<file path="src/rtl/reg_file_pkg.sv">
// Shared widths and sequencer state encoding for the general-purpose register file.
package reg_file_pkg;

  localparam int CPU_REGNO_WIDTH = 5;
  localparam int CPU_REG_WIDTH   = 32;
  localparam int CPU_NREGS       = 32;

  typedef logic [CPU_REGNO_WIDTH-1:0] regno_t;
  typedef logic [CPU_REG_WIDTH-1:0]   reg_t;

  typedef enum logic {
    ST_INIT = 1'b0,
    ST_RUN  = 1'b1
  } rf_state_e;

endpackage

</file>
<file path="src/rtl/reg_file_if.sv">
// Writeback-to-register-file and register-file-to-decode signal bundle.
interface reg_file_if;
  import reg_file_pkg::*;

  logic   i_exec_stall;
  logic   i_mem_stall;
  logic   i_fetch_stall;
  regno_t i_rs_no;
  regno_t i_rt_no;
  reg_t   o_rs_val;
  reg_t   o_rt_val;
  regno_t i_rd_no;
  reg_t   i_rd_val;
  logic   o_init_busy;

  modport slave (
    input  i_exec_stall, i_mem_stall, i_fetch_stall,
    input  i_rs_no, i_rt_no, i_rd_no, i_rd_val,
    output o_rs_val, o_rt_val, o_init_busy
  );

  modport master (
    output i_exec_stall, i_mem_stall, i_fetch_stall,
    output i_rs_no, i_rt_no, i_rd_no, i_rd_val,
    input  o_rs_val, o_rt_val, o_init_busy
  );

endinterface

</file>
<file path="src/rtl/reg_file_rdport.sv">
// One registered read port: r0 / writeback-bypass / array select, held while the core stalls.
module reg_file_rdport
  import reg_file_pkg::*;
(
  input  logic   clk,
  input  logic   nrst,
  input  logic   i_run,
  input  logic   i_stall,
  input  regno_t i_idx,
  input  regno_t i_rd_no,
  input  reg_t   i_rd_val,
  input  reg_t   i_arr_val,
  output reg_t   o_val
);

  reg_t w_sel;
  reg_t r_val;

  // NOTE: assign a default first so no path through always_comb leaves w_sel unassigned (latch).
  always_comb begin
    w_sel = i_arr_val;
    if (i_idx == '0)          w_sel = '0;
    else if (i_idx == i_rd_no) w_sel = i_rd_val;
  end

  // NOTE: sequential state uses non-blocking assignments so every register samples pre-edge values.
  always_ff @(posedge clk or negedge nrst) begin
    if (!nrst)         r_val <= '0;
    else if (!i_run)   r_val <= '0;
    else if (!i_stall) r_val <= w_sel;
  end

  assign o_val = r_val;

endmodule

</file>
<file path="src/rtl/reg_file.sv">
// Register file r0..r31 with post-reset clear sequencer and two bypassed, registered read ports.
module reg_file
  import reg_file_pkg::*;
(
  input logic       clk,
  input logic       nrst,
  reg_file_if.slave bus
);

  rf_state_e r_state;
  regno_t    r_cnt;
  logic      r_init_busy;

  logic   w_run;
  logic   w_core_stall;
  logic   w_we;
  regno_t w_waddr;
  reg_t   w_wdata;
  reg_t   w_rs_arr;
  reg_t   w_rt_arr;

  reg_t r_regs [1:CPU_NREGS-1];

  assign w_run        = (r_state == ST_RUN);
  assign w_core_stall = bus.i_exec_stall | bus.i_mem_stall | bus.i_fetch_stall;

  // The clear sequencer owns the single write port during INIT; writeback owns it in RUN.
  always_comb begin
    w_we    = 1'b0;
    w_waddr = r_cnt;
    w_wdata = '0;
    if (!w_run) begin
      w_we = 1'b1;
    end else if (bus.i_rd_no != '0) begin
      w_we    = 1'b1;
      w_waddr = bus.i_rd_no;
      w_wdata = bus.i_rd_val;
    end
  end

  // NOTE: the array has no reset; the clear sequencer zeroes it, keeping it mappable to RAM.
  always_ff @(posedge clk) begin
    if (w_we) r_regs[w_waddr] <= w_wdata;
  end

  always_ff @(posedge clk or negedge nrst) begin
    if (!nrst) begin
      r_state     <= ST_INIT;
      r_cnt       <= regno_t'(1);
      r_init_busy <= 1'b1;
    end else begin
      case (r_state)
        ST_INIT: begin
          if (r_cnt == regno_t'(CPU_NREGS - 1)) begin
            r_state     <= ST_RUN;
            r_init_busy <= 1'b0;
          end else begin
            r_cnt <= r_cnt + regno_t'(1);
          end
        end
        ST_RUN:  r_state <= ST_RUN;
        default: r_state <= ST_INIT;
      endcase
    end
  end

  assign w_rs_arr = (bus.i_rs_no == '0) ? '0 : r_regs[bus.i_rs_no];
  assign w_rt_arr = (bus.i_rt_no == '0) ? '0 : r_regs[bus.i_rt_no];

  reg_file_rdport u_rs_port (
    .clk       (clk),
    .nrst      (nrst),
    .i_run     (w_run),
    .i_stall   (w_core_stall),
    .i_idx     (bus.i_rs_no),
    .i_rd_no   (bus.i_rd_no),
    .i_rd_val  (bus.i_rd_val),
    .i_arr_val (w_rs_arr),
    .o_val     (bus.o_rs_val)
  );

  reg_file_rdport u_rt_port (
    .clk       (clk),
    .nrst      (nrst),
    .i_run     (w_run),
    .i_stall   (w_core_stall),
    .i_idx     (bus.i_rt_no),
    .i_rd_no   (bus.i_rd_no),
    .i_rd_val  (bus.i_rd_val),
    .i_arr_val (w_rt_arr),
    .o_val     (bus.o_rt_val)
  );

  assign bus.o_init_busy = r_init_busy;

endmodule

</file>
<file path="src/flat_wrapper.sv">
// flat-port wrapper written by rule: the top's interface ports become plain ports
module reg_file_flat import reg_file_pkg::*;
  (clk, nrst, bus_i_exec_stall, bus_i_mem_stall, bus_i_fetch_stall, bus_i_rs_no, bus_i_rt_no, bus_i_rd_no, bus_i_rd_val, bus_o_rs_val, bus_o_rt_val, bus_o_init_busy);
  reg_file_if bus_i ();
  input logic clk;
  input logic nrst;
  input wire logic [$bits(bus_i.i_exec_stall)-1:0] bus_i_exec_stall;
  input wire logic [$bits(bus_i.i_mem_stall)-1:0] bus_i_mem_stall;
  input wire logic [$bits(bus_i.i_fetch_stall)-1:0] bus_i_fetch_stall;
  input wire logic [$bits(bus_i.i_rs_no)-1:0] bus_i_rs_no;
  input wire logic [$bits(bus_i.i_rt_no)-1:0] bus_i_rt_no;
  input wire logic [$bits(bus_i.i_rd_no)-1:0] bus_i_rd_no;
  input wire logic [$bits(bus_i.i_rd_val)-1:0] bus_i_rd_val;
  output wire logic [$bits(bus_i.o_rs_val)-1:0] bus_o_rs_val;
  output wire logic [$bits(bus_i.o_rt_val)-1:0] bus_o_rt_val;
  output wire logic [$bits(bus_i.o_init_busy)-1:0] bus_o_init_busy;
  assign bus_i.i_exec_stall = bus_i_exec_stall;
  assign bus_i.i_mem_stall = bus_i_mem_stall;
  assign bus_i.i_fetch_stall = bus_i_fetch_stall;
  assign bus_i.i_rs_no = bus_i_rs_no;
  assign bus_i.i_rt_no = bus_i_rt_no;
  assign bus_i.i_rd_no = bus_i_rd_no;
  assign bus_i.i_rd_val = bus_i_rd_val;
  assign bus_o_rs_val = bus_i.o_rs_val;
  assign bus_o_rt_val = bus_i.o_rt_val;
  assign bus_o_init_busy = bus_i.o_init_busy;
  reg_file u_core (.clk(clk), .nrst(nrst), .bus(bus_i));
endmodule
</file>
<file path="config.mk">
export PLATFORM = sky130hd
export DESIGN_NAME = reg_file_flat
export DESIGN_NICKNAME = d
export VERILOG_FILES = /design/src/rtl/reg_file_pkg.sv /design/src/rtl/reg_file_if.sv /design/src/rtl/reg_file_rdport.sv /design/src/rtl/reg_file.sv /design/src/flat_wrapper.sv
export SDC_FILE = /design/constraint.sdc
export NUM_CORES = 1
export LEC_CHECK = 0
export ABC_AREA = 0
export CAP_MARGIN = 20
export CORE_ASPECT_RATIO = 0.6
export CORE_MARGIN = 10
export CORE_UTILIZATION = 35
export CTS_BUF_LIST = sky130_fd_sc_hd__clkbuf_8
export DETAILED_ROUTE_END_ITERATION = 8
export SYNTH_ARGS = -nofsm -noshare
export SYNTH_HDL_FRONTEND = slang
export SYNTH_SLANG_ARGS = --single-unit
export TNS_END_PERCENT = 5
</file>
<file path="constraint.sdc">
create_clock -name clk -period 6.7 [get_ports clk]
set_input_delay 0.67 -clock clk [delete_from_list [all_inputs] [get_ports clk]]
set_output_delay 0.67 -clock clk [all_outputs]
set_load 0.02 [all_outputs]
</file>
Word-level counts from Yosys, hierarchy flattened
Memories as Yosys holds them, arrays and structs flattened.
Cells that the tools add are included.
Widths: inputs -> output; s select.
{"block": "word_totals", "output_inout_bits": 65, "mem_count": 1, "word_cells": 38, "regBits": 71, "ramBits": 992}
{"block": "op_classes", "bitwise_logic": 4, "n_addsub": 1, "mux": 18, "n_eq_ne": 4, "reduce_logical": 5}
{"name": "u_core.r_regs", "words": 31, "width": 32, "read_ports": 2, "rd_clocked_by_memory_dff": 0, "write_ports": 1, "line": "reg_file.sv:22", "source": "reg_t r_regs [1:CPU_NREGS-1];"}
{"op": "$mux 32", "n": 10}
{"op": "$eq 5x5->1", "n": 2}
{"op": "$logic_not 5->1", "n": 2}
{"op": "$mux 5", "n": 2}
{"op": "$add 5x1->5 const B", "n": 1}
{"op": "$eq 5x5->1 const B", "n": 1}
{"op": "$mux 1", "n": 5}
{"op": "$reduce_bool 5->1", "n": 1}
{"op": "$reduce_and 2->1", "n": 2}
{"op": "$ne 2x2->1 const B", "n": 1}
{"op": "$not 1->1", "n": 2}
{"op": "$or 1x1->1", "n": 2}
{"op": "$pmux 1 s2", "n": 1}

Longest topological paths before layout
{"block": "logic_depth", "depth_word": 5, "ltp_mapped": 10}

By module
From an unflattened synthesis, not the netlist that was laid out.
{"block": "hier_totals", "hier_cells": 3245, "area_unflattened_um2": 50751.2}
{"module": "reg_file", "area_per_inst_um2": 47010.1, "n_inst": 1, "cells_each": 2859}
{"module": "reg_file_rdport", "area_per_inst_um2": 1870.5, "n_inst": 2, "cells_each": 193}

Worst setup path before layout
OpenSTA, ideal clock, no wires.
{"block": "synth_timing", "kind": "input port to flip-flop", "from": "input bus_i_rd_no[0]", "to": "memory u_core.r_regs[18][0] (netlist name), enable pin", "n_path_buf": 1, "arrival_time_ns": 3.301, "path_stages": 5, "path_slack_ns": 2.978, "setup_ns": 0.421, "path_cell_list": "buf_2 -> o41ai_4 -> a22oi_1 -> or3_1 -> nor2_1"}
{"block": "synth_via", "elab_chain_len": 5}
{"element": "start, declared", "line": "flat_wrapper.sv:12", "source": "input wire logic [$bits(bus_i.i_rd_no)-1:0] bus_i_rd_no;"}
{"element": "$reduce_bool 5->1", "line": "reg_file.sv:34", "source": "end else if (bus.i_rd_no != '0) begin"}
{"element": "$mux 1", "line": "reg_file.sv:34"}
{"element": "$mux 1", "line": "reg_file.sv:32", "source": "if (!w_run) begin"}
{"element": "$mux 1", "line": "reg_file.sv:43", "source": "if (w_we) r_regs[w_waddr] <= w_wdata;"}
{"element": "$mux 1 (implied by the code)", "line": "reg_file.sv:43"}
{"element": "end, declared", "line": "reg_file.sv:22"}
Several ways; a longest one is shown, not always the timed one.

Worst setup path after layout
{"block": "layout_timing", "from": "register u_core.r_state", "to": "memory u_core.r_regs[8][31] (netlist name), enable pin"}
{"block": "layout_via", "elab_chain_len": 3}
{"element": "start, declared", "line": "reg_file.sv:10", "source": "rf_state_e r_state;"}
{"element": "start signal, assigned", "line": "reg_file.sv:48", "source": "r_state <= ST_INIT;"}
{"element": "start signal, assigned", "line": "reg_file.sv:55", "source": "r_state <= ST_RUN;"}
{"element": "start signal, assigned", "line": "reg_file.sv:61", "source": "ST_RUN: r_state <= ST_RUN;"}
{"element": "$mux 1", "line": "reg_file.sv:32"}
{"element": "$mux 1", "line": "reg_file.sv:43"}
{"element": "$mux 1 (implied by the code)", "line": "reg_file.sv:43"}
Several ways; a longest one is shown, not always the timed one.

==> results.sh <==
export IMPL_outcome="complete, no violations"
export IMPL_grt_pass1_wl_um=246400
export IMPL_fin_ws_ns=2.988
export IMPL_worstSetupStartpoint="u_core.r_state"
export IMPL_irDropWorstVdd_mv=0.1860
export IMPL_antenna_found_initial=6
export IMPL_die_x_um=506.1
export IMPL_timing_slew_headroom=0.1728
export IMPL_slew_violations=0
export IMPL_synth_edf_count=992
export IMPL_clk_latency_ns=0.91
export IMPL_tightest_slew_ns=1.239
export IMPL_die_area_sq_mm=0.1578
export IMPL_dr_total_vias=31440
export IMPL_crit_chain="inv_1 > nor2_4 > a21oi_1 > buf_4 > nor2_4 > buf_12 > buf_4"
export IMPL_hold_buffers=1
export IMPL_max_freq_mhz=269.4
export IMPL_startpoint_type="flip-flop"
export IMPL_num_io_pins=117
export IMPL_grt_overflow_total=0
export IMPL_syn_inst=2782
export IMPL_finalSetupTns_ns=0
export IMPL_cts_tree="yes"
export IMPL_critPathRequiredTime_ns=7.27
export IMPL_min_period_over_period=0.5540
export IMPL_hold_viol_final=0
export IMPL_viasPerCell=6.320
export IMPL_clock_sinks=1063
export IMPL_first_pass_iters=5
export IMPL_critPathBufInv=4
export IMPL_grt_pass1_vias=30310
export IMPL_cp_max_fo=33
export IMPL_fp_row_count=106
export IMPL_grt_max_degree=84
export IMPL_critPathSlowestCell="nor2_4"
export IMPL_rsz0062_at_grt="false"
export IMPL_grt_util_all_layers=0.2173
export IMPL_cp_depth=7
export IMPL_synthArstFlopShare=0.06679
export IMPL_reg2reg_to="u_core.r_regs[8][31]"
export IMPL_drtAntennaViolNets=0
export IMPL_finClkSkew_ns=0.06236
export IMPL_ys_ff_latch=1063
export IMPL_cp_slowest_stage_delay_ns=0.91
export IMPL_final_nets=3004
export IMPL_first_iter_violations=4966
export IMPL_worst_r2r_cell_count=7
export IMPL_die_h_um=311.7
export IMPL_postCtsSetupRepairBufs=0
export IMPL_cts_buffers=158
export IMPL_cp_end_kind="flip-flop"
export IMPL_cts_htree_levels=4
export IMPL_ys_flop_type="edfxtp_1"
export IMPL_finalCriticalPeriod_ns=3.712
export IMPL_ctsResizeCount=0
export IMPL_dpl_hpwl_um=113100
export IMPL_r2r_slack_ns=2.99
export IMPL_syn_nets=2836
export IMPL_cts_buffer_depth=3
export IMPL_gp_congestion=0.8776
export IMPL_crit_type="flip-flop to flip-flop"
export IMPL_drc=0
export IMPL_reg2reg_from="u_core.r_state"
export IMPL_p_per_area_mw_per_mm2=254.3
export IMPL_min_path_type="input pin to asynchronous set/reset pin"
export IMPL_syn_area_sq_mm=0.04963
export IMPL_initial_core_util=0.3544
export IMPL_dp_slack_ns=2.144
export IMPL_clk_pin_slew_ns=0.07
export IMPL_maxCapViolCount=0
export IMPL_synth_distinct_cells=58
export IMPL_syn_mean_instance_area_sq_um=17.84
export IMPL_path_delay_family="simple AND/OR/NAND/NOR gates"
export IMPL_fillCellCount=12590
export IMPL_yosysWarnings=0
export IMPL_drive_gt1_frac=0.3109
export IMPL_portBuffers=116
export IMPL_ys_seq_area_frac=0.6361
export IMPL_core_area_sq_mm=0.1401
export IMPL_setup_violations_final=0
export IMPL_drt_wl_total_um=177400
export IMPL_root_buffer="clkbuf_8"
export IMPL_cp_data_arrival_time_ns=4.28
export IMPL_areaGrowthSynthToFinish_pct=14.07
export IMPL_endpoint="u_core.r_regs[8][31]"
export IMPL_avgRoutedWirePerCell_um=35.67
export IMPL_leakagePower_nw=18.23
export IMPL_fin_util=0.4042
[kinds of logic (layout without fill, tap and decap cells)]
logic type,count (synthesis),in the layout,synth area share
AOI/OAI and AO/OA,536,536,0.08428
xor gates and xnor gates,13,13,0.002294
adders and majority gates,2,2,0.0005041
buffers and inverters,234,533,0.02564
DFF,1063,1063,0.6361
muxes,647,647,0.2226
other,0,3,0
and+or+nand+nor,287,287,0.02866
[per-layer routing]
metal  GRT usage  up-vias  part of all wire
met5           0        -          0.000090
met4     0.06024        2             0.025
met3     0.08449      277              0.14
met2      0.2931     2377              0.41
met1      0.3213    16580              0.42
li1            -    12200                 -
[flip-flops by register name (all words and copies together) (netlist names)]
| name | cells |
|---|---|
| u_core.r_regs | 992 |
| u_core.u_rs_port.o_val | 32 |
| u_core.u_rt_port.o_val | 32 |
| u_core.r_cnt | 5 |
| u_core.bus.o_init_busy | 1 |
| u_core.r_state | 1 |
[power by group]
group / leakage, nW / switching [mW] / internal [mW]
registers: 9.93 / 0.0971 / 7.38
clock network: 1.76 / 2.68 / 2.56
logic: 6.54 / 1.06 / 0.620
total: 18.2 / 3.84 / 10.6
[stage by stage]
stage | power [mW] | area [sq um] | hold slack [ns] | std cells
after floorplan | 8.473 | 49630 | 0.3744 | 2782
after CTS | 14.41 | 56240 | 0.2640 | 4956
after detailed placement | 9.243 | 53200 | 0.4759 | 4664
after global routing | 14.81 | 56610 | 0.3357 | 4972
after global placement | 9.235 | 53060 | 0.4720 | 4657
final | 14.40 | 56610 | 0.3228 | 4974
[area by class of cell]
type	instances	area (sq um)	area share
Sequential cell	1063	31570	0.5576
Inverter	3	11.26	0.0001989
Clock inverter	113	580.6	0.01025
Timing Repair Buffer	239	2520	0.04451
Multi-Input combinational cell	1485	17110	0.3023
Antenna cell	3	7.507	0.0001326
Clock buffer	178	2450	0.04327
Tap cell	1890	2365	0.04177
[cells in the mapped netlist, types with 4 or more instances]
library cell    n  share of area
or3_1           5        0.00063
mux2i_1       127          0.026
nand2_1        86         0.0065
o31a_1         14         0.0025
a2111oi_2      10         0.0030
a22oi_1        89          0.013
mux4_2        344           0.16
mux2_2        173          0.039
a21oi_1         6        0.00061
a221o_1         4        0.00081
a311oi_1        4        0.00071
nand3_1         5        0.00050
a211oi_1       42         0.0064
buf_1          14         0.0011
buf_4          41         0.0062
nand2b_1        8         0.0010
nor2_1         59         0.0045
nor3_1         30         0.0030
a22o_1         38         0.0067
buf_6          21         0.0048
a221oi_1       80          0.014
buf_2          64         0.0065
clkbuf_1       89         0.0067
a211o_1         5        0.00088
dfrtp_1        69          0.035
o21ai_1        42         0.0042
a31o_2         28         0.0049
a221oi_2       12         0.0036
nand3b_1       13         0.0020
edfxtp_1      992           0.60
a32oi_1         5        0.00088
o21ai_0        55         0.0055
o22ai_1        51         0.0064
and2_1         39         0.0049
xor2_1          5        0.00088
o221ai_1       41         0.0072
nor2b_1        26         0.0033
xnor2_1         8         0.0014
[worst min path at each step]
| stage | to | slack [ns] | cells after the start |
|---|---|---|---|
| CTS | u_core.u_rs_port.o_val[28] | 0.26 | 2 |
| floorplan | u_core.r_cnt[1] | 0.37 | 0 |
| global route | u_core.u_rs_port.o_val[31] | 0.34 | 2 |
| finish | u_core.u_rs_port.o_val[29] | 0.32 | 2 |
| global placement | u_core.bus.o_init_busy | 0.47 | 1 |
| detailed placement | u_core.u_rs_port.o_val[24] | 0.48 | 2 |
[layout by cell type (no fill, tap or decap), types with 38 or more instances in the layout]
| cell type | Yosys | routed |
|---|---|---|
| edfxtp_1 | 992 | 992 |
| mux4_2 | 344 | 344 |
| clkbuf_8 | 0 | 178 |
| mux2_2 | 173 | 173 |
| mux2i_1 | 127 | 127 |
| clkdlybuf4s50_1 | 0 | 105 |
| buf_4 | 41 | 96 |
| a22oi_1 | 89 | 89 |
| nand2_1 | 86 | 86 |
| a221oi_1 | 80 | 80 |
| dfrtp_1 | 69 | 69 |
| inv_1 | 3 | 59 |
| o21ai_0 | 55 | 55 |
| o22ai_1 | 51 | 51 |
| o21ai_1 | 42 | 42 |
| a211oi_1 | 42 | 42 |
| o221ai_1 | 41 | 41 |
| a22o_1 | 38 | 38 |
Note: power is estimated with default switching activity, not from simulation.
==> variant (config.mk and constraints unchanged) <==
Change the package constant `CPU_REG_WIDTH` from 32 to 40.
--- a/src/rtl/reg_file_pkg.sv
+++ b/src/rtl/reg_file_pkg.sv
@@ -2,7 +2,7 @@
 package reg_file_pkg;
 
   localparam int CPU_REGNO_WIDTH = 5;
-  localparam int CPU_REG_WIDTH   = 32;
+  localparam int CPU_REG_WIDTH   = 40;
   localparam int CPU_NREGS       = 32;
 
   typedef logic [CPU_REGNO_WIDTH-1:0] regno_t;
Interface: changed (resized bus_i_rd_val, bus_o_rs_val and bus_o_rt_val); port bits go from 117 to 141. No check against the original RTL was run, so the function may have changed too.
==> variant against the original RTL <==
Final area is 23% higher. Synthesized area grew 23%. Sequential cell count is 264 higher. First-iteration DRC count increased by 24%. Core utilization is 0.055 points lower. Global-route usage increased by 0.20 points. Routed wire length grew 23%. Clock skew shrank 0.013 ns. Maximum frequency increased by 0.53%. Worst setup slack gained 0.020 ns. Total power grew 23%. Critical path type is now input port to register.
==> variant: results (changes against the original RTL) <==
[critical_path]
crit_end = u_core.r_regs[4][15]$_DFFE_PP_
r2r_slack_ns = 3.13  ; +0.14 ns
worstSetupStartpoint = bus_i_rd_no[0]
crit_slowest_cell = nor2_4
cp.arrival_ns = 4.21  ; -0.07 ns
cp_slowest_stage_delay_ns = 0.80  ; -0.11 ns
rr_worst_depth = 5  ; -2
timing.rr.start = u_core.r_state$_DFF_PN0_

[placement]
dp.cells = 5771  ; +24%
routabilityCongestion = 0.8712  ; -0.73%
dp_hpwl_um = 139300  ; +23%
io_buffers = 140  ; +21%

[final_layout]
stdcell_count = 6150  ; +24%
largest_reg_flops = 1240  ; +25%
antenna_cells = 0  ; -3
top_register = u_core.r_regs
nets = 3708  ; +23%
fill_cells = 15540  ; +23%

[power_and_ir_drop]
pg_clk_mw = 6.31  ; +20%
p_int_mw = 12.93  ; +22%
leakage_nw = 22.47  ; +23%
max-vdd-ir-drop_uv = 182.4  ; -1.9%
sequentialPower_mw = 9.31  ; +25%

[synthesis]
synth_edf_count = 1240  ; +25%
synth_mux_area_share_pct = 22.62  ; +0.37 points
synth-xor-area-share_pct = 0.1863  ; -0.043 points
yosys-top-cells-count = 1,240 x edfxtp_1, 457 x mux4_2, 181 x mux2i_1
postSynthAreaPerCell_um2 = 17.80  ; -0.20%
ys_seq_area_share_pct = 64.49  ; +0.88 points
synthArstFlopShare_pct = 6.556  ; -0.12 points
synthDistinctLibCells = 53  ; -8.6%
mappedNetlistNets = 3495  ; +23%
yosys.area_share.adder_pct = 0.04094  ; -0.0095 points
synthTopCellsByArea = edfxtp_1 61%, mux4_2 17%, dfrtp_1 3.5%
synth-compound-area-share_pct = 7.144  ; -1.3 points

[detailed_routing]
met1_length_um = 93020  ; +24%
wl_um = 218500  ; +23%
dr_wl_met3_um = 32410  ; +29%
first_pass_iters = 6  ; +1
drt_iter0_drc = 6152  ; +24%
viasPerCell = 6.304  ; -0.26%
met2_length_um = 87400  ; +21%

[clocking]
htree_levels = 4  ; unchanged
cts_setup_buffers = 0  ; unchanged
cts_made_buffers = 190  ; +20%

[sta]
whs_ns = 0.2885  ; -0.03434 ns
skew_ns = 0.04936  ; -0.01300 ns
worstMarginPinSlew_ns = 1.144  ; -0.09566 ns

[global_routing]
antenna_found_initial = 10  ; +4
met1_usage_pct = 32.82  ; +0.69 points
use_met3_pct = 8.632  ; +0.18 points
grt_max_degree = 99  ; +18%
use_met2_pct = 29.11  ; -0.20 points
first_global_vias = 37270  ; +23%
grt_usage_pct = 21.94  ; +0.20 points
grt_pass1_wl_um = 302300  ; +23%

[status]
status = finished clean

[min_path]
hp-class = input port to asynchronous set/reset pin

[variant: cells by family after synthesis]
logic type      count (synthesis)
compound gates                602
xor+xnor                       13
fa+ha+maj                       2
buf+inv                       292
flops                        1327
mux                           791
simple gates                  406
[variant: final cells by class]
| cell class | count | area (um^2) | share of cell area [%] |
|---|---|---|---|
| inverters | 4 | 15.01 | 0.02150 |
| clock inverters | 156 | 848.3 | 1.214 |
| flip-flops and latches | 1327 | 39420 | 56.43 |
| multi-input cells | 1814 | 20630 | 29.53 |
| repair buffers | 309 | 3263 | 4.672 |
| clock buffers | 200 | 2753 | 3.941 |
| well taps | 2340 | 2928 | 4.192 |
[variant: stage by stage]
stage	cell area [um^2]	power (mW)	setup slack (ns)
4_1_cts	69390	17.68	3.044
3_3_place_gp	65580	11.44	2.203
2_1_floorplan	61120	10.53	2.724
5_1_grt	69850	18.21	2.853
3_5_place_dp	65780	11.47	2.134
6_report	69850	17.65	3.008
